### src/rtl/bcd_dabble_engine.sv
// Sequential shift-and-add-3 binary-to-BCD converter with held, blanking-aware results.
// Optional BCD_AUTO_CONVERT_EN: start a conversion whenever i_Binary differs from the last one.
module bcd_dabble_engine #(
  parameter int unsigned BIN_WIDTH = 12,
  parameter int unsigned DIGITS    = 4
) (
  input  logic                  i_Clock,
  input  logic                  i_Reset_n,
  input  logic                  i_Start,
  input  logic [BIN_WIDTH-1:0]  i_Binary,
  output logic                  o_Busy,
  output logic                  o_Done,
  output logic [4*DIGITS-1:0]   o_BCD,
  output logic                  o_Overflow,
  output logic [DIGITS-1:0]     o_Digit_En
);

  localparam int unsigned CntW = $clog2(BIN_WIDTH + 1);
  localparam int unsigned BcdW = 4 * DIGITS;

  typedef enum logic [1:0] {StIdle, StConvert, StDone} state_e;

  state_e               state_q;
  logic [BIN_WIDTH-1:0] shift_q;
  logic [BcdW-1:0]      scratch_q;
  logic                 ovf_q;
  logic [CntW-1:0]      cnt_q;

  logic [BcdW-1:0]      adjusted;
  logic [BcdW-1:0]      result_bcd;
  logic [DIGITS-1:0]    result_en;
  logic                 start_req;

`ifdef BCD_AUTO_CONVERT_EN
  logic [BIN_WIDTH-1:0] last_q;
  assign start_req = i_Start || (i_Binary != last_q);
`else
  assign start_req = i_Start;
`endif

  // Per-digit add-3 with no inter-digit carry
  always_comb begin
    adjusted = scratch_q;
    for (int k = 0; k < int'(DIGITS); k++) begin
      if (scratch_q[4*k +: 4] >= 4'd5) begin
        adjusted[4*k +: 4] = scratch_q[4*k +: 4] + 4'd3;
      end
    end
  end

  always_comb begin
    result_bcd = ovf_q ? {DIGITS{4'h9}} : scratch_q;
    result_en  = '0;
    result_en[DIGITS-1] = |result_bcd[BcdW-1 -: 4];
    for (int k = int'(DIGITS) - 2; k >= 0; k--) begin
      result_en[k] = result_en[k+1] | (|result_bcd[4*k +: 4]);
    end
    result_en[0] = 1'b1;
  end

  always_ff @(posedge i_Clock or negedge i_Reset_n) begin
    if (!i_Reset_n) begin
      state_q    <= StIdle;
      shift_q    <= '0;
      scratch_q  <= '0;
      ovf_q      <= 1'b0;
      cnt_q      <= '0;
      o_Busy     <= 1'b0;
      o_Done     <= 1'b0;
      o_BCD      <= '0;
      o_Overflow <= 1'b0;
      o_Digit_En <= DIGITS'(1);
`ifdef BCD_AUTO_CONVERT_EN
      last_q     <= '0;
`endif
    end else begin
      unique case (state_q)
        StIdle: begin
          o_Done <= 1'b0;
          if (start_req) begin
            shift_q   <= i_Binary;
            scratch_q <= '0;
            ovf_q     <= 1'b0;
            cnt_q     <= CntW'(BIN_WIDTH);
            o_Busy    <= 1'b1;
            state_q   <= StConvert;
`ifdef BCD_AUTO_CONVERT_EN
            last_q    <= i_Binary;
`endif
          end
        end
        StConvert: begin
          // {scratch, shift} shifts left; a 1 leaving the scratch top means too many digits
          scratch_q <= {adjusted[BcdW-2:0], shift_q[BIN_WIDTH-1]};
          shift_q   <= shift_q << 1;
          if (adjusted[BcdW-1]) begin
            ovf_q <= 1'b1;
          end
          cnt_q <= cnt_q - 1'b1;
          if (cnt_q == CntW'(1)) begin
            state_q <= StDone;
          end
        end
        StDone: begin
          o_BCD      <= result_bcd;
          o_Overflow <= ovf_q;
          o_Digit_En <= result_en;
          o_Done     <= 1'b1;
          o_Busy     <= 1'b0;
          state_q    <= StIdle;
        end
        default: state_q <= StIdle;
      endcase
    end
  end

endmodule

### config.mk
export PLATFORM = sky130hd
export DESIGN_NAME = bcd_dabble_engine
export DESIGN_NICKNAME = d
export VERILOG_FILES = /design/src/rtl/bcd_dabble_engine.sv
export SDC_FILE = /design/constraint.sdc
export NUM_CORES = 1
export LEC_CHECK = 0
export ABC_AREA = 1
export BUFFER_PORTS_ARGS = -buffer_cell sky130_fd_sc_hd__buf_2
export CORE_MARGIN = 10
export CORE_UTILIZATION = 45
export DETAILED_ROUTE_END_ITERATION = 8
export GPL_TIMING_DRIVEN = 0
export PLACE_DENSITY = 0.63
export SYNTH_ARGS = -nofsm -noshare
export SYNTH_HDL_FRONTEND = slang
export SYNTH_SLANG_ARGS = --single-unit
### constraint.sdc
create_clock -name i_Clock -period 1.7 [get_ports i_Clock]
set_input_delay 0.255 -clock i_Clock [delete_from_list [all_inputs] [get_ports i_Clock]]
set_output_delay 0.255 -clock i_Clock [all_outputs]
set_load 0.1 [all_outputs]
## After elaboration in Yosys (flattened, before gate mapping)

Cells that the tools add are included.

- Output and inout port bits: 23
- Register bits after elaboration: 57

- Muxes and demuxes: 20
- Eq/ne operators: 6
- Reductions and logical operators: 10
- $add $sub $neg: 5
- Order comparisons: 4
- Bitwise logic cells: 2

Operators by type and width:

| cell | count |
|---|---|
| $mux W16 | 2 |
| $pmux W16 S2 | 1 |
| $pmux W12 S2 | 1 |
| $mux W4 | 5 |
| $add A4 B2 Y4 const B | 4 |
| $ge A4 B3 Y1 const B | 4 |
| $mux W12 | 1 |
| $reduce_or A4 Y1 | 3 |
| $pmux W4 S2 | 1 |
| $ne A2 B2 Y1 const B | 3 |
| $pmux W1 S2 | 3 |
| $reduce_and A2 Y1 | 3 |
| $eq A4 B1 Y1 const B | 1 |
| $mux W2 | 2 |
| $pmux W2 S2 | 1 |
| $reduce_bool A2 Y1 | 2 |
| $sub A4 B1 Y4 const B | 1 |
| $mux W1 | 3 |
| $reduce_and A3 Y1 | 1 |
| $eq A2 B1 Y1 const B | 1 |
| $eq A2 B2 Y1 const B | 1 |
| $logic_not A2 Y1 | 1 |
| $or A1 B1 Y1 | 2 |

## Longest topological paths before layout

Gate-level depths: netlist (run 1).

- Depth after elaboration: 4
- Mapped depth: 9
- Mapped depth without buffers: 9

## Worst setup path before layout (run 1)

No wires, ideal clock.

- Path kind: flip-flop to flip-flop
- From: register scratch_q[8]
- To: register scratch_q[10]
- Library setup time: 0.117 ns
- Arrival: 1.157 ns
- Period minus slack after synthesis: 1.274 ns
- Cell stages (with the launch flop): 9
- Path buffers: 0
- Setup slack: 0.426 ns
- Required time: 1.583 ns
- Cell sequence: dfrtp_1 -> inv_1 -> ha_1 -> inv_1 -> nor2_1 -> o21ai_0 -> nand2_1 -> nand3_1 -> nand2_1

- Longest elaborated chain between the ends: 3
- Elaborated cells on any way between the ends: 4

Ends and longest elaborated chain:

| item | RTL line | RTL |
|---|---|---|
| start: declaration | 25 | `logic [BcdW-1:0] scratch_q;` |
| start signal: assignment | 94 | `scratch_q <= {adjusted[BcdW-2:0], shift_q[BIN_WIDTH-1]};` |
| $add A4 B2 Y4 or $ge A4 B3 Y1 (tied branches) | 46, 45 |  |
| $mux W4 * | 45 | `if (scratch_q[4*k +: 4] >= 4'd5) begin` |
| $pmux W16 S2 * | 77 | `unique case (state_q)` |

Every way passes the cells marked *; elsewhere a longest branch is shown, timed or not.
A chain may end at the register's enable or synchronous reset.

## Final worst setup path (run 1)

- From: register scratch_q[8]
- To: register scratch_q[12]

The elaborated chain is that of the path after synthesis.

==> summary.log, run 1 <==
INFO  floorplan      die_area=0.00961mm2
INFO  synthesis      ys_warn_count=0
INFO  worst_setup_path critPathArrivalTime=1.76ns
INFO  placed_design  placement.io_buffers=36
INFO  worst_setup_path timing.setup.critical_path_class=reg -> reg
INFO  synthesis      syn-instance-count=313
INFO  clock_tree     path_clk_slew=0.06ns
INFO  global_routing antenna_found_initial=0
INFO  power          power.switching_fraction=0.473
INFO  clock_tree     cts_htree_levels=3
INFO  power          power_after_layout=6.88mW
INFO  finish         fraction_of_layout_instances_using_a_drive_strength_above_1=0.208
INFO  power          clock_share_of_power=0.191
INFO  finish         design.final.nets=385
INFO  timing         finalSetupViolations=0
INFO  clock_tree     cts-hold-fix-buffers=0
INFO  global_routing grt_start_max_net_pins=58
INFO  timing         rsz0062_at_grt=false
INFO  synthesis      yosysSeqAreaShare=0.521
INFO  synthesis      ys_top_cells_by_area=sky130_fd_sc_hd__dfrtp_1 52%, sky130_fd_sc_hd__nand2_1 9.7%, sky130_fd_sc_hd__o21ai_0 6.0%, sky130_fd_sc_hd__nor2_1 4.7%, sky130_fd_sc_hd__ha_1 4.6%
INFO  power          p_seq_frac=0.326
INFO  synthesis      synth_edf_count=0
INFO  worst_setup_path worst_ep_required_time=1.96ns
INFO  detailed_routing drt.antenna.violating_nets=0
INFO  worst_setup_path critical_path.max_fanout=4
INFO  clock_tree     number_of_sinks_driven_by_the_clock_tree=57
INFO  timing         fmaxAchievable=668MHz
INFO  clock_tree     tritoncts_buffers=9
INFO  placed_design  detailed_placement_wirelength_estimate=4240um
INFO  clock_tree     ctsRootBufferMaster=sky130_fd_sc_hd__clkbuf_8
INFO  global_routing grt.total_usage=0.129
INFO  power          internal_dissipation=3.63mW
INFO  clock_tree     tritoncts=built
INFO  floorplan      coreArea=0.00592mm2
INFO  run_status     run_status=finished with violations
INFO  global_routing grt_first_pass_wirelength=10200um
INFO  worst_setup_path critical_path.startpoint_type=flop
INFO  worst_setup_path timing.rr.start=scratch_q[8]
INFO  detailed_routing via_per_inst=4.84
INFO  timing         timing.setup.tns=0ns
INFO  worst_setup_path timing.reg2reg.worst_path_depth=7
INFO  run            max_cap_viol_count=0
INFO  finish         mostFrequentLayoutCells=71 x sky130_fd_sc_hd__nand2_1, 57 x sky130_fd_sc_hd__dfrtp_1, 39 x sky130_fd_sc_hd__buf_2, 34 x sky130_fd_sc_hd__nor2_1, 33 x sky130_fd_sc_hd__o21ai_0
INFO  timing         report.final.hold_viol_count=29
INFO  power          total_switching_power=3.25mW
INFO  synthesis      synth_fp_nets=338
INFO  global_routing first_global_vias=2179
INFO  worst_setup_path critical_path.startpoint=scratch_q[8]
INFO  floorplan      std_cell_rows=28
INFO  synthesis      yosys.area.top_type_share=0.521
INFO  power          power.density=2140mW/mm2
INFO  detailed_routing route.detailed.wl_per_inst=13.7um
INFO  synthesis      netlist_area=0.00274mm2
INFO  worst_setup_path worstSetupEndpointType=flop
INFO  clock_tree     total_setup_buffers_inserted_after_cts=0
INFO  placed_design  gp_routability_congestion=0.774
INFO  worst_setup_path endpoint=scratch_q[12]
INFO  detailed_routing detail_route.drc_violations=0
INFO  detailed_routing dr.pass1.iters=4
INFO  clock_tree     clockBufferDepth=2
INFO  finish         layout-area-overhead-vs-synth=17.7%
INFO  global_routing global_route.overflow_total=0
INFO  power          combPwrFrac=0.483
INFO  timing         report.final.slew_viol_count=0
INFO  worst_setup_path crit-reg2reg-capture=scratch_q[12]
INFO  detailed_routing first_iter_violations=72
INFO  min_path       hold_class=in -> async
INFO  timing         hold_ws=-0.0396ns
INFO  timing         fin_worst_skew=0.00544ns
INFO  run_status     violated_checks=hold timing
INFO  worst_setup_path worst-r2r-setup-slack=0.20ns
INFO  power          power.static_leakage=1.60nW
INFO  clock_tree     post_cts_resize_count=0
INFO  timing         post-route-min-period=1.50ns
INFO  synthesis      synth-async-reset-ratio=1.00
INFO  synthesis      mean_syn_cell_area=8.75um2
INFO  synthesis      synth_top_area_cell=sky130_fd_sc_hd__dfrtp_1
INFO  synthesis      yosysUniqueCellTypes=31
INFO  synthesis      synth_seq_cells=57
INFO  synthesis      synth-main-ff-cell=sky130_fd_sc_hd__dfrtp_1
INFO  timing         worst_slew_pin_slew=0.721ns
INFO  clock_tree     clock_latency=0.33ns
INFO  detailed_routing detailroute.via_count=2128
INFO  floorplan      pin_count=38
INFO  floorplan      initial_core_util=0.463
INFO  floorplan      floorplan.die.height=98.0um
INFO  timing         layout_worst_path_cycle_share=0.881
INFO  finish         mostFrequentLayoutCell=sky130_fd_sc_hd__nand2_1
INFO  power          irDropWorstVdd=999uV
INFO  detailed_routing finalWirelength=6010um
INFO  finish         antenna-diode-count=0
INFO  floorplan      die_w=98.0um
INFO  timing         timing.slew.headroom=0.520
==> power groups by stage <==
| stage | combinational (mW) | sequential, mW | clock (mW) |
|---|---|---|---|
| after floorplan | 1.83 | 3.09 | 0 |
| after global placement | 3.30 | 2.25 | 0 |
| after detailed placement | 3.36 | 2.26 | 0 |
| after CTS | 3.38 | 2.24 | 1.34 |
| after global routing | 3.71 | 2.32 | 1.39 |
| final | 3.33 | 2.24 | 1.32 |
==> metrics by stage <==
stage | setup slack [ns] | utilization | cells | hold WS, ns | area, um2
final | 0.202 | 0.545 | 440 | -0.0396 | 3220
after global routing | 0.0395 | 0.545 | 440 | 0.0391 | 3220
after CTS | 0.208 | 0.544 | 440 | 0.152 | 3220
after detailed placement | 0.227 | 0.509 | 424 | 0.465 | 3010
after global placement | 0.238 | 0.509 | 424 | 0.459 | 3010
after floorplan | 0.426 | - | 313 | -0.0406 | 2740
==> cells in the mapped netlist, types with 2 or more instances <==
cell and number:
sky130_fd_sc_hd__dfrtp_1 57, sky130_fd_sc_hd__nor3_1 3, sky130_fd_sc_hd__nand2_1 71, sky130_fd_sc_hd__ha_1 10, sky130_fd_sc_hd__o22ai_1 2, sky130_fd_sc_hd__buf_6 5
sky130_fd_sc_hd__buf_2 4, sky130_fd_sc_hd__nor2_1 34, sky130_fd_sc_hd__nand3_1 13, sky130_fd_sc_hd__o21ai_1 2, sky130_fd_sc_hd__inv_1 29, sky130_fd_sc_hd__nand4_1 2
sky130_fd_sc_hd__a21oi_1 21, sky130_fd_sc_hd__xor2_1 2, sky130_fd_sc_hd__o21ai_2 4, sky130_fd_sc_hd__inv_2 3, sky130_fd_sc_hd__o21ai_0 33, sky130_fd_sc_hd__nand2_2 2
sky130_fd_sc_hd__o22ai_2 4
==> worst min-delay path by stage <==
stage | cells past startpoint | endpoint | slack (ns)
2_1_floorplan | 0 | cnt_q[0] | -0.04
3_3_place_gp | 2 | o_Busy | 0.46
3_5_place_dp | 2 | o_Done | 0.46
4_1_cts | 2 | shift_q[0] | 0.15
5_1_grt | 1 | o_BCD[13] | 0.04
6_report | 1 | o_Digit_En[3] | -0.04
==> state kept, by name, summed over array words and instances, names as in the netlist <==
signal      cells
o_Busy          1
o_Overflow      1
shift_q        12
o_Done          1
state_q         2
o_BCD          16
scratch_q      16
o_Digit_En      3
ovf_q           1
cnt_q           4
==> worst max-delay path, stage by stage (launching register included) <==
cell                      delay (ns)
sky130_fd_sc_hd__dfrtp_1        0.40
sky130_fd_sc_hd__inv_1          0.10
sky130_fd_sc_hd__ha_1           0.22
sky130_fd_sc_hd__inv_1          0.07
sky130_fd_sc_hd__nor2_1         0.05
sky130_fd_sc_hd__o21ai_0        0.30
sky130_fd_sc_hd__nand4_1        0.17
sky130_fd_sc_hd__o21ai_1        0.11
==> metal layers <==
metal / up-vias / routed length, um / global-route usage
li1: 1104 / - / -
met1: 977 / 2860 / 0.159
met2: 41 / 2700 / 0.199
met3: 6 / 393 / 0.0500
met4: 0 / 52 / 0.0503
met5: - / 0 / 0
==> cell type report <==
| class | count | area (um2) |
|---|---|---|
| fillers | 565 | 2700 |
| flip-flops and latches | 57 | 1430 |
| multi-input cells | 213 | 1100 |
| repair buffers | 36 | 183 |
| clock buffers | 14 | 173 |
| inverters | 33 | 126 |
| well taps | 75 | 93.8 |
| plain buffers | 10 | 83.8 |
| clock inverters | 2 | 35.0 |
==> cell families (layout without fill, tap and decap cells) <==
family                   Yosys count  after routing  share of synthesized area
flip-flops                        57             57                      0.521
other                              1              1                    0.00137
buffers and inverters             43             95                     0.0767
XOR/XNOR                           2              2                    0.00639
adder cells (fa/ha/maj)           10             10                     0.0457
AO/OA/AOI/OAI                     70             70                      0.149
AND/OR/NAND/NOR                  130            130                      0.200
Power figures use the tool's default switching activity.
==> run 2: changes to the inputs <==
Settings changed: BUFFER_PORTS_ARGS -buffer_cell sky130_fd_sc_hd__buf_2 to not set, CTS_CLUSTER_SIZE set to 10, DONT_BUFFER_PORTS set to 1, PLACE_DENSITY 0.63 to 0.58.
==> run 2 against run 1 <==
The flow now finishes without violations. Register-to-register slack is essentially flat. Die area stayed put. Core utilization down 2.8 points. Routed wire length is 2.0% higher. Via count shrank 1.8%. Hold slack improved by 0.11 ns. Clock skew barely moved. Design area shrank 5.1%. First-iteration DRC count increased by 31%. Combinational power decreased by 32%. Critical path type is now reg -> out. Largest cell class unchanged.
==> summary.log, run 2 (same netlist as run 1, synthesis figures left out) <==
INFO  run_status     run_status=finished, final reports clean
INFO  worst_setup_path critical_path.startpoint_type=flop
INFO  detailed_routing detailroute.via_count=2089
INFO  floorplan      die_w=98.0um
INFO  power          power.static_leakage=1.47nW
INFO  clock_tree     tritoncts=built
INFO  timing         fmaxAchievable=653MHz
INFO  timing         report.final.hold_viol_count=0
INFO  timing         layout_worst_path_cycle_share=0.901
INFO  clock_tree     total_setup_buffers_inserted_after_cts=0
INFO  detailed_routing via_per_inst=5.15
INFO  finish         antenna-diode-count=0
INFO  finish         biggestRegsByFlops=o_BCD: 16 flops, scratch_q: 16 flops, shift_q: 12 flops
INFO  floorplan      initial_core_util=0.463
INFO  power          internal_dissipation=3.44mW
INFO  finish         fraction_of_layout_instances_using_a_drive_strength_above_1=0.121
INFO  floorplan      die_area=0.00961mm2
INFO  power          irDropWorstVdd=808uV
INFO  worst_setup_path worst-r2r-setup-slack=0.19ns
INFO  worst_setup_path worst_ep_required_time=1.44ns
INFO  power          total_switching_power=3.27mW
INFO  finish         mostFrequentLayoutCells=71 x sky130_fd_sc_hd__nand2_1, 57 x sky130_fd_sc_hd__dfrtp_1, 34 x sky130_fd_sc_hd__nor2_1, 33 x sky130_fd_sc_hd__o21ai_0, 29 x sky130_fd_sc_hd__inv_1
INFO  power          p_seq_frac=0.474
INFO  timing         postLayoutSetupSlackWorst=0.168ns
INFO  detailed_routing first_iter_violations=94
INFO  timing         post-route-min-period=1.53ns
INFO  detailed_routing detail_route.drc_violations=0
INFO  worst_setup_path timing.setup.critical_path_class=reg -> out
INFO  power          combPwrFrac=0.340
INFO  timing         worst_slew_pin_slew=0.912ns
INFO  worst_setup_path critical_path.max_fanout=2
INFO  floorplan      floorplan.die.height=98.0um
INFO  finish         layout-area-overhead-vs-synth=11.7%
INFO  finish         design.final.nets=351
INFO  power          clock_share_of_power=0.186
INFO  clock_tree     cts_htree_levels=3
INFO  floorplan      std_cell_rows=28
INFO  placed_design  detailed_placement_wirelength_estimate=4340um
INFO  power          power_after_layout=6.71mW
INFO  detailed_routing route.detailed.wl_per_inst=15.1um
INFO  worst_setup_path critPathArrivalTime=1.28ns
INFO  worst_setup_path worstSetupEndpointType=primary output
INFO  timing         finalSetupViolations=0
INFO  power          power.density=2190mW/mm2
INFO  min_path       hold_class=in -> reg
INFO  clock_tree     clockBufferDepth=2
INFO  global_routing grt.total_usage=0.133
INFO  placed_design  placement.io_buffers=0
INFO  timing         timing.setup.tns=0ns
INFO  timing         timing.slew.headroom=0.392
INFO  global_routing grt_start_max_net_pins=58
INFO  detailed_routing finalWirelength=6130um
INFO  global_routing grt_first_pass_wirelength=10500um
INFO  timing         fin_worst_skew=0.00525ns
INFO  detailed_routing drt.antenna.violating_nets=0
INFO  clock_tree     clock_latency=0.33ns
INFO  power          power.switching_fraction=0.487
INFO  floorplan      coreArea=0.00592mm2
INFO  floorplan      pin_count=38
INFO  global_routing antenna_found_initial=0
INFO  clock_tree     path_clk_slew=0.06ns
INFO  detailed_routing dr.pass1.iters=4
INFO  placed_design  dp_worst_setup_slack=0.228ns
INFO  run            max_cap_viol_count=0
INFO  global_routing first_global_vias=2149
INFO  clock_tree     tritoncts_buffers=9
INFO  timing         report.final.slew_viol_count=0
INFO  clock_tree     ctsRootBufferMaster=sky130_fd_sc_hd__clkbuf_8
INFO  finish         filler_cell_count=558
INFO  finish         mostFrequentLayoutCell=sky130_fd_sc_hd__nand2_1
INFO  timing         rsz0062_at_grt=false
INFO  global_routing global_route.overflow_total=0
INFO  clock_tree     number_of_sinks_driven_by_the_clock_tree=57
INFO  timing         hold_ws=0.0693ns
INFO  placed_design  gp_routability_congestion=0.816
run 2: final timing paths:
path                                   start           end  depth (start not counted)
worst max-delay path               o_BCD[10]     o_BCD[10]                          0
worst min-delay path             i_Binary[0]    shift_q[0]                          1
worst max register to register  scratch_q[8]  scratch_q[9]                          8
worst min register to register  scratch_q[9]  scratch_q[9]                          2
max in group asynchronous          i_Reset_n    shift_q[3]                          2
min in group asynchronous          i_Reset_n     o_BCD[10]                          2
run 2: final cells by class:
class                           count  area (um2)  area share
Tap cell                           75        93.8      0.0307
Clock inverter                      3        40.0      0.0131
Inverter                           33         126      0.0413
Multi-Input combinational cell    213        1100       0.361
Clock buffer                       13         149      0.0487
Timing Repair Buffer                2        37.5      0.0123
Buffer                             10        83.8      0.0274
Sequential cell                    57        1430       0.466
run 2: routing by layer:
layer / vias to the layer above / part of all wire / track usage / wire [um]
li1: 1047 / - / - / -
met1: 990 / 0.47 / 0.162 / 2890
met2: 42 / 0.44 / 0.197 / 2690
met3: 10 / 0.071 / 0.0620 / 433
met4: 0 / 0.019 / 0.0537 / 116
met5: - / 0 / 0 / 0
run 2: through the flow:
step                instance area, um2   util  std cells
global placement                  2830  0.479        388
floorplan                         2740      -        313
detailed placement                2830  0.479        388
finish                            3060  0.517        406
global route                      3060  0.517        406
CTS                               3060  0.517        406
run 2: what timing repair did:
item	4_1_cts	5_1_grt
resized for setup	0	0
endpoints found under the hold margin	57	0
hold buffers	2	0
run 2: power by group through the flow:
stage               clock network, mW  registers (mW)  logic [mW]
detailed placement                  0            3.22        2.26
finish                           1.25            3.18        2.28
global placement                    0            3.20        2.20
global route                     1.33            3.26        2.67
floorplan                           0            3.09        1.83
CTS                              1.26            3.19        2.31
